## src/rtl/mem_arbiter_pkg.sv

```systemverilog
// Shared constants for the IC/DC memory-port arbiter.
// Latency: n/a (constants only).
// Backpressure: n/a.
package mem_arbiter_pkg;

    // Width of one memory data beat and number of beats per read response.
    localparam int MEM_DATA_BITS = 128;
    localparam int MEM_BEATS     = 4;

    // Arbiter state encodings; kept as plain constants so legacy code can share them.
    localparam logic [1:0] ST_IDLE       = 2'd0;
    localparam logic [1:0] ST_WRITE_DATA = 2'd1;
    localparam logic [1:0] ST_READ_RESP  = 2'd2;

    // Port indices used for the pri and owner registers.
    localparam logic PORT_IC = 1'b0;
    localparam logic PORT_DC = 1'b1;

    // The other cache port, used for round-robin hand-off.
    function automatic logic other_port(input logic port);
        return ~port;
    endfunction

endpackage

```

## src/rtl/mem_arb_beat_counter.sv

```systemverilog
// Counts read-response beats and flags the final beat of a transaction.
// Latency: count updates one cycle after inc; last is combinational from count.
// Backpressure: none; counts only the beats it is told about.
module mem_arb_beat_counter
    import mem_arbiter_pkg::*;
#(
    parameter int BEATS = MEM_BEATS,
    parameter int CNT_W = (BEATS > 1) ? $clog2(BEATS) : 1
) (
    input  logic clk,
    input  logic reset,
    input  logic clear,
    input  logic inc,
    output logic last
);

    logic [CNT_W-1:0] count;

    assign last = (count == CNT_W'(BEATS - 1));

    // Beat counter: restart on a new grant, wrap to zero after the final beat.
    always_ff @(posedge clk) begin
        if (reset || clear) begin
            count <= '0;
        end else if (inc) begin
            count <= last ? '0 : count + CNT_W'(1);
        end
    end

endmodule

```

## src/rtl/mem_arbiter.sv

```systemverilog
// Shares the single memory port between the instruction and data caches, one transaction at a time.
// Latency: zero added latency on the request, write-data and response paths (combinational steering).
// Backpressure: only the granted/offered port sees memory ready; readies never depend on any valid input.
module mem_arbiter
#(
    parameter int ADDR_W = 28,
    parameter int DATA_W = mem_arbiter_pkg::MEM_DATA_BITS,
    parameter int BEATS  = mem_arbiter_pkg::MEM_BEATS
) (
    input  logic                clk,
    input  logic                reset,

    input  logic                ic_mem_req_valid,
    output logic                ic_mem_req_ready,
    input  logic [ADDR_W-1:0]   ic_mem_req_addr,
    input  logic                ic_mem_req_rw,
    input  logic                ic_mem_req_data_valid,
    output logic                ic_mem_req_data_ready,
    input  logic [DATA_W-1:0]   ic_mem_req_data_bits,
    input  logic [DATA_W/8-1:0] ic_mem_req_data_mask,
    output logic                ic_mem_resp_valid,
    output logic [DATA_W-1:0]   ic_mem_resp_data,

    input  logic                dc_mem_req_valid,
    output logic                dc_mem_req_ready,
    input  logic [ADDR_W-1:0]   dc_mem_req_addr,
    input  logic                dc_mem_req_rw,
    input  logic                dc_mem_req_data_valid,
    output logic                dc_mem_req_data_ready,
    input  logic [DATA_W-1:0]   dc_mem_req_data_bits,
    input  logic [DATA_W/8-1:0] dc_mem_req_data_mask,
    output logic                dc_mem_resp_valid,
    output logic [DATA_W-1:0]   dc_mem_resp_data,

    output logic                mem_req_valid,
    input  logic                mem_req_ready,
    output logic [ADDR_W-1:0]   mem_req_addr,
    output logic                mem_req_rw,
    output logic                mem_req_data_valid,
    input  logic                mem_req_data_ready,
    output logic [DATA_W-1:0]   mem_req_data_bits,
    output logic [DATA_W/8-1:0] mem_req_data_mask,
    input  logic                mem_resp_valid,
    input  logic [DATA_W-1:0]   mem_resp_data,

    output logic                err_stray_resp
);

    import mem_arbiter_pkg::*;

    logic [1:0] state;
    logic       owner;
    logic       pri;

    logic       in_idle;
    logic       in_wdata;
    logic       in_rresp;
    logic       pri_valid;
    logic       pri_rw;
    logic       owner_data_valid;
    logic       accept;
    logic       wdata_done;
    logic       beat_inc;
    logic       beat_last;

    // Reset forces every state-qualified strobe low, which silences all handshakes.
    assign in_idle  = !reset && (state == ST_IDLE);
    assign in_wdata = !reset && (state == ST_WRITE_DATA);
    assign in_rresp = !reset && (state == ST_READ_RESP);

    // Request path: only the offered port is visible to memory.
    assign pri_valid     = (pri == PORT_DC) ? dc_mem_req_valid : ic_mem_req_valid;
    assign pri_rw        = (pri == PORT_DC) ? dc_mem_req_rw    : ic_mem_req_rw;
    assign mem_req_addr  = (pri == PORT_DC) ? dc_mem_req_addr  : ic_mem_req_addr;
    assign mem_req_rw    = pri_rw;
    assign mem_req_valid = in_idle && mem_req_ready && pri_valid;
    assign accept        = mem_req_valid;

    // Caches raise valid from ready, so ready is built from state, pri and memory ready only.
    assign ic_mem_req_ready = in_idle && (pri == PORT_IC) && mem_req_ready;
    assign dc_mem_req_ready = in_idle && (pri == PORT_DC) && mem_req_ready;

    // Write-data path: the owner's single beat goes straight through.
    assign owner_data_valid   = (owner == PORT_DC) ? dc_mem_req_data_valid : ic_mem_req_data_valid;
    assign mem_req_data_valid = in_wdata && owner_data_valid;
    assign mem_req_data_bits  = (owner == PORT_DC) ? dc_mem_req_data_bits : ic_mem_req_data_bits;
    assign mem_req_data_mask  = (owner == PORT_DC) ? dc_mem_req_data_mask : ic_mem_req_data_mask;
    assign ic_mem_req_data_ready = in_wdata && (owner == PORT_IC) && mem_req_data_ready;
    assign dc_mem_req_data_ready = in_wdata && (owner == PORT_DC) && mem_req_data_ready;
    assign wdata_done = mem_req_data_valid && mem_req_data_ready;

    // Response path: data is broadcast, valid only reaches the owner during a read.
    assign ic_mem_resp_data  = mem_resp_data;
    assign dc_mem_resp_data  = mem_resp_data;
    assign ic_mem_resp_valid = in_rresp && (owner == PORT_IC) && mem_resp_valid;
    assign dc_mem_resp_valid = in_rresp && (owner == PORT_DC) && mem_resp_valid;
    assign beat_inc = in_rresp && mem_resp_valid;

    mem_arb_beat_counter #(
        .BEATS (BEATS)
    ) u_beat_cnt (
        .clk   (clk),
        .reset (reset),
        .clear (accept),
        .inc   (beat_inc),
        .last  (beat_last)
    );

    // Grant FSM: pri alternates every idle cycle and hands off to the other port on a grant.
    always_ff @(posedge clk) begin
        if (reset) begin
            state <= ST_IDLE;
            pri   <= PORT_DC;
            owner <= PORT_DC;
        end else begin
            case (state)
                ST_IDLE: begin
                    pri <= other_port(pri);
                    if (accept) begin
                        owner <= pri;
                        state <= pri_rw ? ST_WRITE_DATA : ST_READ_RESP;
                    end
                end
                ST_WRITE_DATA: begin
                    if (wdata_done) begin
                        state <= ST_IDLE;
                    end
                end
                ST_READ_RESP: begin
                    if (beat_inc && beat_last) begin
                        state <= ST_IDLE;
                    end
                end
                default: begin
                    state <= ST_IDLE;
                end
            endcase
        end
    end

    // Sticky error: any response beat outside a read transaction is dropped and flagged.
    always_ff @(posedge clk) begin
        if (reset) begin
            err_stray_resp <= 1'b0;
        end else if (mem_resp_valid && (state != ST_READ_RESP)) begin
            err_stray_resp <= 1'b1;
        end
    end

endmodule

```

## config.mk

```make
export PLATFORM = sky130hd
export DESIGN_NAME = mem_arbiter
export DESIGN_NICKNAME = d
export VERILOG_FILES = /design/src/rtl/mem_arbiter_pkg.sv /design/src/rtl/mem_arb_beat_counter.sv /design/src/rtl/mem_arbiter.sv
export SDC_FILE = /design/constraint.sdc
export NUM_CORES = 1
export LEC_CHECK = 0
export CAP_MARGIN = 20
export CORE_AREA = 2 2 362 364
export CTS_CLUSTER_DIAMETER = 150
export DETAILED_ROUTE_END_ITERATION = 10
export DIE_AREA = 0 0 364 366
export HOLD_SLACK_MARGIN = 0.06
export PLACE_DENSITY = 0.32
export RECOVER_POWER = 25
export SLEW_MARGIN = 40
export SYNTH_ARGS = -nofsm -noshare
export SYNTH_HDL_FRONTEND = slang
export SYNTH_SLANG_ARGS = --single-unit
```

## constraint.sdc

```tcl
create_clock -name clk -period 1.7 [get_ports clk]
set_clock_uncertainty 0.15 [all_clocks]
set_input_delay 0.255 -clock clk [delete_from_list [all_inputs] [get_ports clk]]
set_output_delay 0.255 -clock clk [all_outputs]
set_load 0.05 [all_outputs]
```

==> impl_metrics.env <==
export IMPL_run_status="complete, but fails checks"
export IMPL_violated_checks="setup timing"
export IMPL_ctsLongestPathBuffers=2
export IMPL_initial_core_util=0.0341
export IMPL_area_growth_synth_to_final_pct=179
export IMPL_finalWeightedCongestion=0.770
export IMPL_number_of_enable_flip_flop_cells_after_synthesis=0
export IMPL_maxCapViolations=0
export IMPL_numPlacedInstances=2525
export IMPL_syn_instance_count=497
export IMPL_critical_path_slowest_cell="dfxtp_4"
export IMPL_cts_hold_repair_buffers=0
export IMPL_timing_hold_worst_class="reg -> reg"
export IMPL_layout_drive_gt1_share=0.525
export IMPL_setup_repair_after_global_routing_missed_its_margin="true"
export IMPL_power_leakage_uw=0.00461
export IMPL_grt_pass1_vias=5354
export IMPL_drt_initial_drc_count=82
export IMPL_area_of_the_core_sq_mm=0.129
export IMPL_maxSlewHeadroom=0.824
export IMPL_hpwl_um=54800
export IMPL_report_final_setup_viol=180
export IMPL_buffer_ports_inserted=536
export IMPL_drc=0
export IMPL_io_pin_count=921
export IMPL_numClockSinks=7
export IMPL_critPathLaunchType="flip-flop"
export IMPL_netlist_area_sq_mm=0.00439
export IMPL_finalWorstSetupSlack_ps=-323
export IMPL_synth_yosys_seq_area_share=0.0319
export IMPL_synth_avg_cell_area_sq_um=8.84
export IMPL_worstPathCellList="buf_12 -> buf_4 -> mux2_2 -> buf_12"
export IMPL_final_period_minus_worst_setup_slack_ps=2020
export IMPL_post_synth_num_cell_types=27
export IMPL_totalPowerFinal_uw=5190
export IMPL_critPathMaxStageDelay_ps=380
export IMPL_number_of_antenna_violations_at_the_first_check_in_global_routing=5
export IMPL_vias=4764
export IMPL_fp_dieArea_sq_mm=0.133
export IMPL_htree_levels=1
export IMPL_grt_max_degree=34
export IMPL_ys_ff_latch=7
export IMPL_routed_via_density=1.87
export IMPL_fmax_mhz=494
export IMPL_die_height_um=366
export IMPL_leading_cell_types_by_total_area_after_synthesis="mux2_2 (44%), buf_4 (44%), dfxtp_1 (3.2%)"
export IMPL_placementRows=132
export IMPL_worst_ir_drop_vdd_uv=288
export IMPL_num_nets_final=1283
export IMPL_routed_wl_per_cell_um=23.1
export IMPL_critPathArrivalTime_ps=1620
export IMPL_crit_path_max_fanout=15
export IMPL_cp_data_required_time_ps=1290
export IMPL_dpl_instance_area_sq_mm=0.0115
export IMPL_setup_cp_type="reg -> out"
export IMPL_die_x_um=364
export IMPL_numCtsBuffers=3
export IMPL_clock_root_cell="clkbuf_16"
export IMPL_drt_pre_antenna_iters=4
export IMPL_report_final_hold_viol_count=0
export IMPL_route_final_wire_length_um=58800
export IMPL_globalRouteTotalUtil=0.0829
export IMPL_endpoint_class_of_the_critical_path="output pin"
export IMPL_postSynth_topFlopCell="dfxtp_1"
export IMPL_synth_yosys_warnings=0
export IMPL_clk_pin_slew_worst_paths_ps=40
export IMPL_synth_nets=981
export IMPL_most_common_cell_type_on_the_critical_path="buf_12"
export IMPL_wire_length_of_the_first_global_routing_pass_um=69000
export IMPL_clock_latency_ps=240
export IMPL_pre_cts_ws_ps=-378
export IMPL_report_final_slew_viol_count=0
export IMPL_smallest_hold_slack_ps=324
export IMPL_antenna_violating_nets_post_route=0
export IMPL_grt_overflow_total=0
export IMPL_fin_crit_sh=1.19
export IMPL_synthDominantAreaCellType="mux2_2"
export IMPL_p_per_area_mw_per_mm2=423
export IMPL_layout_cell_area_non_filler_sq_mm=0.0123
export IMPL_worst_slew_pin_transition_ps=264
export IMPL_tritoncts_clock_tree="built"
export IMPL_synth_top_cell_area_share=0.443
export IMPL_final_instance_count_excl_fill=2541
export IMPL_synth_async_sr_flop_share=0
[stage by stage]
step | util | TNS, ps
after floorplan | - | -313
after CTS | 0.0931 | -42970
after global routing | 0.0951 | -47210
final | 0.0951 | -39320
after global placement | 0.0892 | -8610
after detailed placement | 0.0892 | -9200
[placed cells by master, fill, tap and decap left out, types with 2 or more instances in the layout]
master           instances
buf_12                 138
and2_4                   2
mux2i_1                  3
nor3_1                   3
dfxtp_1                  4
nor2_4                   7
buf_16                   2
nand2_1                  2
a21oi_1                  2
dfxtp_4                  2
mux2_4                  91
nor2_1                   2
inv_1                    2
buf_4                   29
mux2_2                  82
clkdlybuf4s50_1        352
dlygate4sd2_1            2
buf_6                   37
buf_8                   15
clkbuf_16                4
[path summary, 6_finish.rpt]
check / end / startpoint / cells after the start / slack, ps
worst min register to register: err_stray_resp$_SDFFE_PP0P_ / err_stray_resp$_SDFFE_PP0P_ / 2 / 320
worst min-delay path: err_stray_resp$_SDFFE_PP0P_ / err_stray_resp$_SDFFE_PP0P_ / 2 / 320
worst max register to register: owner$_SDFFE_PP1P_ / state[0]$_SDFFE_PP0P_ / 5 / 70
worst max-delay path: mem_req_data_bits[2] / owner$_SDFFE_PP1P_ / 4 / -320
[layout make-up]
class	instances	area (sq um)
antenna	1	2.50
tap	1742	2180
fill	14862	117000
clock buffer	3	75.1
inverter	3	11.3
clock inverter	1	5.00
multi-input combinational	208	2610
sequential	7	149
timing repair buffer	576	7240
[cell usage after synthesis (all sizes together) (2+ instances only)]
library cell  instances
buf                 277
dfxtp                 7
mux2                173
nand2                 2
mux2i                 4
nor2                  9
o21ai                 2
inv                   3
and2                  2
a21oi                 2
clkbuf                2
nor3                  3
[per-layer routing]
metal	part of all wire	global-route usage	up-vias
li1	-	-	2014
met1	0.40	0.0994	2102
met3	0.17	0.0563	29
met5	0.00046	0	-
met2	0.42	0.125	615
met4	0.0084	0.00678	4
[where the power goes]
group          switching, uW  internal, uW  leakage (uW)  total (uW)
clock network           98.3           309     0.0000409         408
registers               33.2           178     0.0000579         211
logic                   2260          2320       0.00451        4570
[worst max-delay path: cells and delay by family, from the launching register on]
family / cells / cell delay [ps]
flops: 1 / 380
buf+inv: 3 / 540
mux: 1 / 380
[cells by family after synthesis]
kind of cell / after synthesis / synth area share
buf+inv: 282 / 0.469
mux: 177 / 0.453
simple gates: 22 / 0.0285
compound gates: 8 / 0.0151
flops: 7 / 0.0319
fa+ha+maj: 1 / 0.00285
[repair_timing]
action | 4_1_cts | 5_1_grt
endpoints found under the setup margin | 184 | 181
resized for setup | 84 | 71
gates cloned | 2 | 1
buffers inserted | 6 | 5
pin swaps | 3 | 4
endpoints found under the hold margin | 0 | 0
[sequential cells by signal, indices dropped and copies added, names as in the netlist]
| name | count |
|---|---|
| state | 2 |
| u_beat_cnt.count | 2 |
| err_stray_resp | 1 |
| owner | 1 |
| pri | 1 |
Note: power is estimated with default switching activity, not from simulation.
